### src/rtl/pwm_timebase.sv
// PWM timebase: shared period counter, NUM_CH compare channels, edge- or center-aligned
// counting with double-buffered settings. Define PWM_PRESCALE_EN to add a clock prescaler.
module pwm_timebase #(
   parameter int CNT_W  = 16,
   parameter int NUM_CH = 4
) (
   input  logic                    clk,
   input  logic                    rst_n,
   input  logic                    enable,
`ifdef PWM_PRESCALE_EN
   input  logic [7:0]              prescale,
`endif
   input  logic                    mode_in,
   input  logic [CNT_W-1:0]        period_in,
   input  logic                    period_wr,
   input  logic [NUM_CH*CNT_W-1:0] cmp_in,
   input  logic                    cmp_wr,
   output logic [CNT_W-1:0]        count,
   output logic                    dir,
   output logic                    update,
   output logic [NUM_CH-1:0]       pwm_out
);

   localparam logic [CNT_W-1:0] ONE = CNT_W'(1);

   typedef logic [NUM_CH-1:0][CNT_W-1:0] cmp_t;

   logic [CNT_W-1:0]  period_sh_q, period_act_q, period_act_d;
   cmp_t              cmp_sh_q, cmp_act_q, cmp_act_d;
   logic              mode_sh_q, mode_act_q, mode_act_d;
   logic [CNT_W-1:0]  count_q, count_d;
   logic              dir_q, dir_d;
   logic              update_q, update_d;
   logic [NUM_CH-1:0] pwm_q, pwm_d;
   logic              running_q, running_d;

   logic              adv;       // counter advances this clk
   logic              term;      // last cycle of the current period
   logic              boundary;  // next edge starts a new period
   logic              load;      // next edge copies shadows into active registers

   assign term     = mode_act_q ? ((count_q == '0) && dir_q) : (count_q == period_act_q);
   assign boundary = running_q && enable && adv && term;
   assign load     = !enable || (period_act_q == '0) || boundary;

`ifdef PWM_PRESCALE_EN
   logic [7:0] psc_sh_q, psc_act_q, psc_act_d, psc_cnt_q, psc_cnt_d;

   assign adv = (psc_cnt_q == psc_act_q);

   always_comb begin
      psc_act_d = load ? psc_sh_q : psc_act_q;
      psc_cnt_d = '0;
      if (running_q && enable && !adv) psc_cnt_d = psc_cnt_q + 8'd1;
   end

   always_ff @(posedge clk or negedge rst_n) begin
      if (!rst_n) begin
         psc_sh_q  <= '0;
         psc_act_q <= '0;
         psc_cnt_q <= '0;
      end else begin
         if (period_wr) psc_sh_q <= prescale;
         psc_act_q <= psc_act_d;
         psc_cnt_q <= psc_cnt_d;
      end
   end
`else
   assign adv = 1'b1;
`endif

   // NOTE: every signal written here gets a default first, so no path leaves it unassigned and no latch is inferred.
   always_comb begin
      period_act_d = load ? period_sh_q : period_act_q;
      cmp_act_d    = load ? cmp_sh_q    : cmp_act_q;
      mode_act_d   = load ? mode_sh_q   : mode_act_q;
      running_d    = enable && (period_act_d != '0);
      count_d      = '0;
      dir_d        = 1'b0;
      update_d     = 1'b0;
      pwm_d        = '0;

      if (running_d) begin
         if (!running_q) begin
            count_d = '0;
         end else if (!adv) begin
            count_d = count_q;
            dir_d   = dir_q;
         end else if (term) begin
            // A period that starts in center mode opens on count 1, so it spans exactly 2P cycles.
            count_d  = mode_sh_q ? ONE : '0;
            update_d = 1'b1;
         end else if (!mode_act_q) begin
            count_d = count_q + ONE;
         end else if (!dir_q) begin
            if (count_q == period_act_q) begin
               count_d = period_act_q - ONE;
               dir_d   = 1'b1;
            end else begin
               count_d = count_q + ONE;
            end
         end else begin
            count_d = count_q - ONE;
            dir_d   = 1'b1;
         end

         for (int i = 0; i < NUM_CH; i++) begin
            pwm_d[i] = (count_d < cmp_act_d[i]);
         end
      end
   end

   // NOTE: the shadow and active settings are a handful of flops, not a RAM, so they are reset like any other state.
   always_ff @(posedge clk or negedge rst_n) begin
      if (!rst_n) begin
         period_sh_q  <= '0;
         period_act_q <= '0;
         cmp_sh_q     <= '0;
         cmp_act_q    <= '0;
         mode_sh_q    <= 1'b0;
         mode_act_q   <= 1'b0;
         count_q      <= '0;
         dir_q        <= 1'b0;
         update_q     <= 1'b0;
         pwm_q        <= '0;
         running_q    <= 1'b0;
      end else begin
         if (period_wr) period_sh_q <= period_in;
         if (cmp_wr)    cmp_sh_q    <= cmp_in;
         mode_sh_q    <= mode_in;
         period_act_q <= period_act_d;
         cmp_act_q    <= cmp_act_d;
         mode_act_q   <= mode_act_d;
         count_q      <= count_d;
         dir_q        <= dir_d;
         update_q     <= update_d;
         pwm_q        <= pwm_d;
         running_q    <= running_d;
      end
   end

   assign count   = count_q;
   assign dir     = dir_q;
   assign update  = update_q;
   assign pwm_out = pwm_q;

endmodule

### config.mk
export PLATFORM = sky130hd
export DESIGN_NAME = pwm_timebase
export DESIGN_NICKNAME = d
export VERILOG_FILES = /design/src/rtl/pwm_timebase.sv
export SDC_FILE = /design/constraint.sdc
export NUM_CORES = 1
export LEC_CHECK = 0
export BUFFER_PORTS_ARGS = -buffer_cell sky130_fd_sc_hd__buf_4
export CAP_MARGIN = 40
export CORE_MARGIN = 3
export CORE_UTILIZATION = 50
export CTS_BUF_LIST = sky130_fd_sc_hd__clkbuf_4
export CTS_CLUSTER_DIAMETER = 40
export DETAILED_ROUTE_END_ITERATION = 8
export PLACE_DENSITY = 0.79
export SYNTH_ARGS = -nofsm -noshare
export SYNTH_HDL_FRONTEND = slang
export SYNTH_SLANG_ARGS = --single-unit
### constraint.sdc
create_clock -name clk -period 10.5 [get_ports clk]
set_input_delay 0.525 -clock clk [delete_from_list [all_inputs] [get_ports clk]]
set_output_delay 0.525 -clock clk [all_outputs]
set_load 0.02 [all_outputs]
Word-level counts from Yosys, hierarchy flattened
Cells that the tools add are included.

$add $sub $neg: 3. Magnitude comparators: 4. Equal/unequal tests: 1. Muxes and demuxes: 21. Reduce and logical (&&, ||, !) cells: 10.

Operators with widths (number): 16-bit 2-to-1 mux (8); 16-bit less-than comparator (4); 64-bit 2-to-1 mux (1); 16-bit zero test (2); 16-bit by 1-bit subtractor with 16-bit output (second input constant) (2); 16-bit by 1-bit adder with 16-bit output (second input constant) (1); 16-bit equality test (1); 16-bit nonzero test (1); 1-bit 2-to-1 mux (11); 1-bit logical AND (4); 4-bit 2-to-1 mux (1); 1-bit logical OR (2); 1-bit zero test (1).

Flip-flop bits (word level): 185. Word-level logic and storage cells: 56.

Longest topological paths before layout
Gate-level depths: netlist (run 1).

Depth after elaboration: 11. Depth in mapped cells: 16.

Worst setup path after synthesis (run 1)
OpenSTA, ideal clock, no wires.

Path type: flip-flop to flip-flop. Start point: register count_q[11], in the netlist count[11]. End point: register pwm_q[3], in the netlist pwm_out[3]. Library setup time: 0.066 ns. Arrival: 3.918 ns. Data required time: 10.434 ns. Path slack: 6.516 ns. Stages on the path, launching flop included: 16. Buffers on the path: 3. Period minus slack after synthesis: 3.984 ns. Path through: dfrtp_1 clkbuf_1 xor2_1 nor4_1 nand4_1 clkbuf_1 o211ai_1 clkbuf_1 nor3_1 ha_1 a21o_1 a21o_1 a221oi_1 o22ai_1 a2111oi_0 o31a_1.

Word-level cells in the longest chain between the ends: 9. Elaborated cells on any way between the ends: 20.

RTL lines: start, declared (RTL line 31) `logic [CNT_W-1:0] count_q, count_d;`; start signal, assigned (RTL line 134) `count_q <= count_d;`; 16-bit by 1-bit adder with 16-bit output (tied with other cells) (RTL line 94, 100); 16-bit 2-to-1 mux / 1-bit logical AND (equally long branches) (RTL line 96, 42); 16-bit 2-to-1 mux / 1-bit 2-to-1 mux (equally long branches) (RTL line 95, 42); 16-bit 2-to-1 mux / 1-bit logical AND (equally long branches) (RTL line 93, 43); 16-bit 2-to-1 mux / 1-bit logical OR (equally long branches) (RTL line 89, 44); 16-bit 2-to-1 mux (on tied branches) (RTL line 84, 74); 16-bit 2-to-1 mux / 16-bit nonzero test (equally long branches) (RTL line 83, 77); 16-bit less-than comparator / 1-bit logical AND (equally long branches) (RTL line 108, 77); 4-bit 2-to-1 mux (*) (RTL line 83) `if (running_d) begin`; net pwm_d[3] (RTL line 34) `logic [NUM_CH-1:0] pwm_q, pwm_d;`; end signal, assigned (RTL line 137) `pwm_q <= pwm_d;`; end, declared (RTL line 34).

Mark *: on every way through the listed nets, which the timed path passes. The rest lies on a longest branch. The select of a mux whose other input is x is not followed. A chain may end at the register's enable or synchronous reset.

Final worst setup path (run 1)
Start point: register count_q[7], in the netlist count[7]. End point: register pwm_q[3], in the netlist pwm_out[3].

The elaborated chain is that of the path after synthesis.

==> results.md, run 1 <==
* Reg-to-Reg End: pwm_out[3]
* Core ar. at 0.0189 sq mm
* Reg-to-reg startpoint: count[7]
* RSZ-0062 raised after global routing: false
* First-pass GRT wire length at 38000 um
* Synth async-reset ratio at 1.00
* Post-synthesis net count at 1009
* Peak VDD IR at 0.0000758 V
* Io pins at 108
* CP max stage cell: buf_4
* WL final at 23100 um
* Slew margin rel. at 0.405
* Power Density at 136 mW/mm^2
* Sequential share of the synthesized area at 0.476
* Worst-path clk slew at around 0.17 ns
* CP max FO at 52
* Critical Path Max Stage Delay at 0.73 ns
* Leakage at 5.44 nW
* Area grow syn2layout at 14.4%
* Antenna-violating nets left at 0
* Final non-filler cell total at 1230
* Nets@finish at 1107
* Tot Pwr at approximately 1.5 mW
* Final Hold Viols at 0
* Crit path to: pwm_out[3]
* Worst path depth at 12
* Min Hold Slack at 0.146 ns
* Synth cell types at 51
* Max Fclk at about 210 MHz
* Min Tclk post-route at 4.70 ns
* Final period utilization at 0.448
* PortBufs at 107
* Status: finished, final reports clean
* Fill cell total of the finished layout at 1650
* Max cap viols at 0
* Drt via density at about 5.6
* DRT iter0 DRCs at 510
* CP Data Arrival Time at 5.25 ns
* Post-Synthesis Cells at between 800 and 900
* Crit end category: flop
* Synth Area per Inst at 11.3 sq um
* Worst path most repeated cell: a21o_1
* Residual DRC at 0
* Worst path required time at 11.04 ns
* Clock Root Buffer: clkbuf_4
* Detailed placement HPWL at 17400 um
* Remaining global-route overflow at 0
* Crit-path leading delay family: compound AO/OA/AOI/OAI gates
* Row Count at 50
* R2R setup slack at about 5.8 ns
* Synth Register Bits at 185
* Fraction of layout cells with a size suffix above 1 at 0.263
* Critical Path Source Type: flop
* Reg2reg path depth at 12
* CTS Buf Count at 17
* Clk sink count at 185
* Flip-flop and latch area at between 0.004 and 0.005 sq mm
* WP buf/inv at 1
* Die ar. at between 0.02 and 0.025 sq mm
* Setup_tns at 0 ns
* Wire length per cell at roughly 19 um
* H-tree depth at 4
* Top FF cell, synth: dfrtp_1
* Min-Delay Path Class: in2reg
* Post-Place Cells at 1196
* Synth Cell Area at a little under 0.01 sq mm
* Post-synth EDFFs at 0
* Final Max Tran Viols at 0
* Initial Util at 0.515
* TritonCTS clock tree: built
* Clk_skew at 0.0371 ns
* Pre-antenna DRT Iters at 6
* Clock Path Buffers at 2
* Largest net degree at the start of global routing at 70
* Postcts setup bufs at 0
* Worst Tran Pin Value at ~0.89 ns
* Final Wtd Congestion at 0.939
* Chip width at 146 um
* Area taken by multi-input logic gates at 0.00464 sq mm
* Worst-path cell chain: nor4_1 > nand4_1 > o221ai_4 > buf_4 > mux2i_1 > ha_1 > a21o_1 > a21o_1 > a221oi_1 > o22ai_1 > a2111oi_0 > o31a_1
* Crit. Startpoint: count[7]
* Vias in the first global route at 6971
* Die height at between 100 and 150 um
* CP Class: reg2reg
* Initial antenna violation count at 1
* Synthesis warning total at 0
* Tot GR Track Use at 0.225
* Setup violations, final at 0
* Vias at 6881
* Clock Latency Late Sink at 0.59 ns
[layer usage]
metal  GRT usage  wire [um]
met5           0          0
met4      0.0731        544
met3      0.0377       1140
met2       0.365      11300
met1       0.312      10200
[worst min-delay path by stage]
stage / start / end / slack [ns] / cells past startpoint
global route: cmp_in[11] / cmp_sh_q[11] / 0.09 / 2
global placement: cmp_act_q[4] / cmp_act_q[4] / 0.47 / 2
detailed placement: rst_n / cmp_sh_q[24] / 0.46 / 1
CTS: cmp_in[10] / cmp_sh_q[10] / 0.09 / 2
floorplan: rst_n / cmp_act_q[0] / 0.23 / 0
finish: cmp_in[27] / cmp_sh_q[27] / 0.15 / 2
[flip-flops by register name (all words and copies together) (netlist names)]
register      count
period_sh_q      16
mode_sh_q         1
dir               1
pwm_out           4
mode_act_q        1
cmp_act_q        64
update            1
cmp_sh_q         64
running_q         1
period_act_q     16
count            16
[where the power goes]
part	switching [mW]	total, mW	leakage [nW]	internal [mW]
Combinational	0.130	0.253	3.07	0.123
Sequential	0.0516	0.841	2.21	0.790
Clock	0.266	0.420	0.162	0.155
[kinds of logic (layout without fill, tap and decap cells)]
group | count (synthesis) | count (layout) | synth area share
adder cells (fa/ha/maj) | 64 | 64 | 0.0823
AO/OA/AOI/OAI | 97 | 97 | 0.0680
flip-flops | 185 | 185 | 0.476
other | 0 | 1 | 0
multiplexers | 160 | 160 | 0.177
buffers and inverters | 118 | 228 | 0.0492
AND/OR/NAND/NOR | 180 | 180 | 0.0983
XOR/XNOR | 55 | 55 | 0.0495
[placed cells by master, fill, tap and decap left out, types with 16 or more instances in the layout]
master    count
inv_1        75
buf_4       116
xor2_1       39
nand2_1      29
xnor2_1      16
nor3_1       22
dfrtp_1     185
o21ai_0      24
nor2_1       35
clkbuf_4     19
mux2i_1      63
ha_1         64
mux2_2       97
nand4_1      16
[metrics by stage]
stage                     utilization  worst slack (ns)  area (sq um)
after floorplan                     -              6.52          9730
after global placement          0.569              5.99         10800
after detailed placement        0.572              5.84         10800
after CTS                       0.589              5.83         11100
after global routing            0.589              5.33         11100
final                           0.589              5.80         11100
[what timing repair did]
item	in CTS	in global routing
resized for setup	0	0
hold buffers	2	0
endpoints found under the hold margin	40	0
[cell usage after synthesis, drive strengths merged (2+ instances only)]
library cell,count,area share
o31ai,7,0.0054
xor2,39,0.035
a21o,7,0.0054
a22o,2,0.0018
and3,5,0.0032
nand3,11,0.0057
a211oi,9,0.0069
inv,75,0.029
ha,64,0.082
or3,15,0.0096
nand4,16,0.010
nor2b,4,0.0026
mux2,97,0.11
o22ai,5,0.0032
or2,4,0.0026
dfrtp,185,0.48
or4,6,0.0046
o21a,5,0.0039
o21ai,24,0.012
o211ai,9,0.0069
nor3,22,0.011
nor2,35,0.013
xnor2,16,0.014
o211a,2,0.0021
and2,8,0.0051
clkbuf,30,0.012
a221oi,4,0.0042
nor3b,3,0.0023
and4,4,0.0036
buf,13,0.0087
a21oi,14,0.0072
mux2i,63,0.065
nand2,29,0.011
nand3b,2,0.0015
nor4,15,0.010
[worst register-to-register path, stage by stage (launching register included)]
cell	delay, ns
dfrtp_1	0.58
nor4_1	0.67
nand4_1	0.45
o221ai_4	0.29
buf_4	0.73
mux2i_1	0.34
ha_1	0.27
a21o_1	0.15
a21o_1	0.16
a221oi_1	0.31
o22ai_1	0.10
a2111oi_0	0.39
o31a_1	0.20
[area by class of cell]
type	count	share of cell area
antenna	1	0.000225
clock buffer	19	0.0128
clock inverter	12	0.0143
inverter	75	0.0253
multi-input combinational	556	0.416
sequential	185	0.416
tap	260	0.0292
timing repair buffer	122	0.0858
No activity file was read; power rests on OpenSTA's default activity.
==> run 2, diff against run 1 <==
--- a/config.mk
+++ b/config.mk
@@ -5,6 +5,7 @@
 export SDC_FILE = /design/constraint.sdc
 export NUM_CORES = 1
 export LEC_CHECK = 0
+export ABC_AREA = 1
 export BUFFER_PORTS_ARGS = -buffer_cell sky130_fd_sc_hd__buf_4
 export CAP_MARGIN = 40
 export CORE_MARGIN = 3
@@ -12,7 +13,7 @@
 export CTS_BUF_LIST = sky130_fd_sc_hd__clkbuf_4
 export CTS_CLUSTER_DIAMETER = 40
 export DETAILED_ROUTE_END_ITERATION = 8
-export PLACE_DENSITY = 0.79
+export PLACE_DENSITY = 0.81
 export SYNTH_ARGS = -nofsm -noshare
 export SYNTH_HDL_FRONTEND = slang
 export SYNTH_SLANG_ARGS = --single-unit
==> constraint.sdc (replaced) <==
create_clock -name clk -period 3.8 [get_ports clk]
set_input_delay 0.19 -clock clk [delete_from_list [all_inputs] [get_ports clk]]
set_output_delay 0.19 -clock clk [all_outputs]
set_load 0.02 [all_outputs]
==> run 2 against run 1 <==
Core utilization rose by 4.7 points; sequential power rose to 2.7 times the previous value; combinational power rose to 3.1 times the previous value; first-iteration DRC count rose by 42%; sequential cell count did not move; fmax rose by 37%; cell count rose by 38%; non-clock buffer count rose by 108; sequential share of layout area fell by 4.3 points; global-route usage rose by 2.2 points; critical path type unchanged; synthesized area rose by 2.7%; synthesized cell count rose by 41%.
==> results.md, run 2 <==
* Status: finished, final reports clean
* Top FF cell, synth: dfrtp_1
* Residual DRC at 0
* Post-synth EDFFs at 0
* Sequential share of the synthesized area at 0.463
* Synth async-reset ratio at 1.00
* Pint at 2.94 mW
* Worst Tran Pin Value at between 0.9 and 1 ns
* Clock power share at 0.277
* Share of the synthesized area in the top cell type at 0.463
* Vias in the first global route at just under 9000
* Clock Latency Late Sink at 0.58 ns
* Post-Place Cells at 1576
* Synth Register Bits at approximately 190
* Remaining global-route overflow at 0
* Wire length per cell at around 16 um
* Clock Path Buffers at 2
* R2R setup slack at roughly 0.36 ns
* Area grow syn2layout at 24.2%
* Most common cell after layout, fill and taps aside: nand2_1
* Max cap viols at 0
* Slew margin rel. at 0.388
* Synth Area per Inst at around 8 sq um
* Synth cell types at 48
* Initial Util at 0.512
* Gate power share at 0.189
* Critical Path Max Stage Delay at 0.47 ns
* Worst setup margin at 0.364 ns
* CP Class: reg2reg
* Wl on met1 at 11200 um
* Synth Cell Area at around 0.010 sq mm
* Final non-filler cell total at around 1700
* Antenna-violating nets left at 0
* Largest net degree at the start of global routing at 111
* Post-Synthesis Cells at 1213
* Final period utilization at 0.904
* Chip width at 147 um
* Critical Path Source Type: flop
* Die height at 147 um
* Worst path required time at 4.33 ns
* DRT iter0 DRCs at 725
* Post-synthesis net count at 1363
* CP Data Arrival Time at 3.96 ns
* Vias at 8641
* Placement Setup Slack at slightly above 0.09 ns
* First-pass GRT wire length at 42800 um
* Detailed placement HPWL at approximately 19000 um
* Die ar. at 0.0217 sq mm
* Nets@finish at approximately 1600
* Final Max Tran Viols at 0
* Min Hold Slack at around 0.036 ns
* Met2 wire length at about 13000 um
* Peak VDD IR at ~0.00020 V
* Io pins at 108
* Synth top area cells: dfrtp_1 46%, nand2_1 11%, ha_1 8.0%
* Final Util at 0.636
* Final Wtd Congestion at 1.01
* Synthesis warning total at 0
* Worst-path clk slew at 0.16 ns
* Drt via density at 5.09
* Switching Share at 0.298
* Wire length on met3 at 1400 um
* Crit end category: flop
* Final Hold Viols at 0
* Clock Root Buffer: clkbuf_4
* Fraction of layout cells with a size suffix above 1 at 0.176
* Sw Pwr at 1.25 mW
* WL final at 26300 um
* Clk_skew at 0.0316 ns
* CP max stage cell: dfrtp_2
* RSZ-0062 raised after global routing: false
* CTS Buf Count at 17
* Max Fclk at 291 MHz
* Most frequent cells after synthesis: 305 x nand2_1, 185 x dfrtp_1, 181 x inv_1
* Setup_tns at 0 ns
* PortBufs at 107
* Clk sink count at 185
* Top Metal Used: met4
* H-tree depth at 4
* Leakage at ~6.5 nW
* Pre-antenna DRT Iters at 7
* Tot GR Track Use at 0.247
* CP max FO at 6
* Most frequent cell after synthesis: nand2_1
* Row Count at 51
* TritonCTS clock tree: built
* Min Tclk post-route at around 3.4 ns
* Worst-path cell chain: inv_1 > nand2_1 > nand2_1 > nor2_1 > nand2_1 > nor2_2 > nand2_1 > nor2_1 > inv_2 > a221o_1 > a21oi_1 > nor2_1 > buf_4 > ha_1 > a21oi_1 > nand3b_1 > a21oi_1 > a2111oi_1 > nand3_1 > a21oi_1
* Most frequent cells in the layout: 304 x nand2_1, 180 x inv_1, 180 x dfrtp_1, 144 x buf_4, 142 x o21ai_0
* Power Density at 337 mW/mm^2
* Sequential power share at 0.534
* Largest area contributor in the netlist: dfrtp_1
* Min-Delay Path Class: in2reg
* Setup violations, final at 0
* Initial antenna violation count at 1
* Core ar. at 0.0195 sq mm
* Biggest regs: cmp_act_q: 64 flops, cmp_sh_q: 64 flops
[run 2: cell types whose count changed in the layout (fill, tap and decap cells not counted), moves of 27 or more]
cell,before,now
inv_1,75,180
dlygate4sd3_1,2,83
mux2_2,97,17
nand2_1,29,304
buf_4,116,144
nor2_1,35,62
mux2i_1,63,2
o21ai_0,24,142
[run 2: final cells by class]
cell class / instances / area, sq um
fill: 1638 / 7100
inverter: 195 / 732
tap: 265 / 332
multi-input combinational: 790 / 4450
antenna: 1 / 2.50
clock inverter: 13 / 168
sequential: 185 / 4640
timing repair buffer: 230 / 1970
clock buffer: 17 / 128
[run 2: what timing repair did]
| action | CTS | global route |
|---|---|---|
| setup endpoints to repair | 0 | 4 |
| endpoints found under the hold margin | 192 | 0 |
| setup buffers | 0 | 6 |
| hold buffers | 83 | 0 |
| resized for setup | 0 | 17 |
[run 2: per-stage QoR]
stage	instance area, sq um	power, mW
floorplan	10000	2.70
global placement	11200	2.95
detailed placement	11200	2.98
CTS	12300	4.19
global route	12400	4.41
finish	12400	4.18
[run 2: worst paths after layout]
path                                start  cells past startpoint              end
max                              count[0]                     20       pwm_out[3]
min                             period_wr                      2   period_sh_q[5]
max reg2reg                      count[0]                     20       pwm_out[3]
min reg2reg                period_sh_q[0]                      2  period_act_q[0]
max in group asynchronous           rst_n                      4    cmp_act_q[43]
min in group asynchronous           rst_n                      2  period_act_q[1]
[run 2: critical path: cells and delay by family, from the launching register on]
family                   cells  cell delay (ns)
adder cells (fa/ha/maj)      1             0.30
AO/OA/AOI/OAI                6             1.07
flip-flops                   1             0.47
buffers and inverters        3             0.44
AND/OR/NAND/NOR             10             1.11
[run 2: logic make-up after synthesis]
kind of cell             synth area share
AND/OR/NAND/NOR                     0.204
buffers and inverters              0.0958
AO/OA/AOI/OAI                       0.113
flip-flops                          0.463
adder cells (fa/ha/maj)            0.0801
XOR/XNOR                           0.0228
multiplexers                       0.0211
[run 2: power by group through the flow]
stage / Sequential [mW] / Combinational [mW] / Clock [mW]
2_1_floorplan: 2.25 / 0.455 / 0
3_3_place_gp: 2.26 / 0.685 / 0
3_5_place_dp: 2.27 / 0.707 / 0
4_1_cts: 2.23 / 0.781 / 1.18
5_1_grt: 2.25 / 0.902 / 1.26
6_report: 2.23 / 0.790 / 1.16
[run 2: per-layer routing]
layer	vias to the layer above	track usage
met4	0	0.0839
met1	4079	0.314
met5	-	0
met3	47	0.0518
met2	234	0.424
li1	4281	-
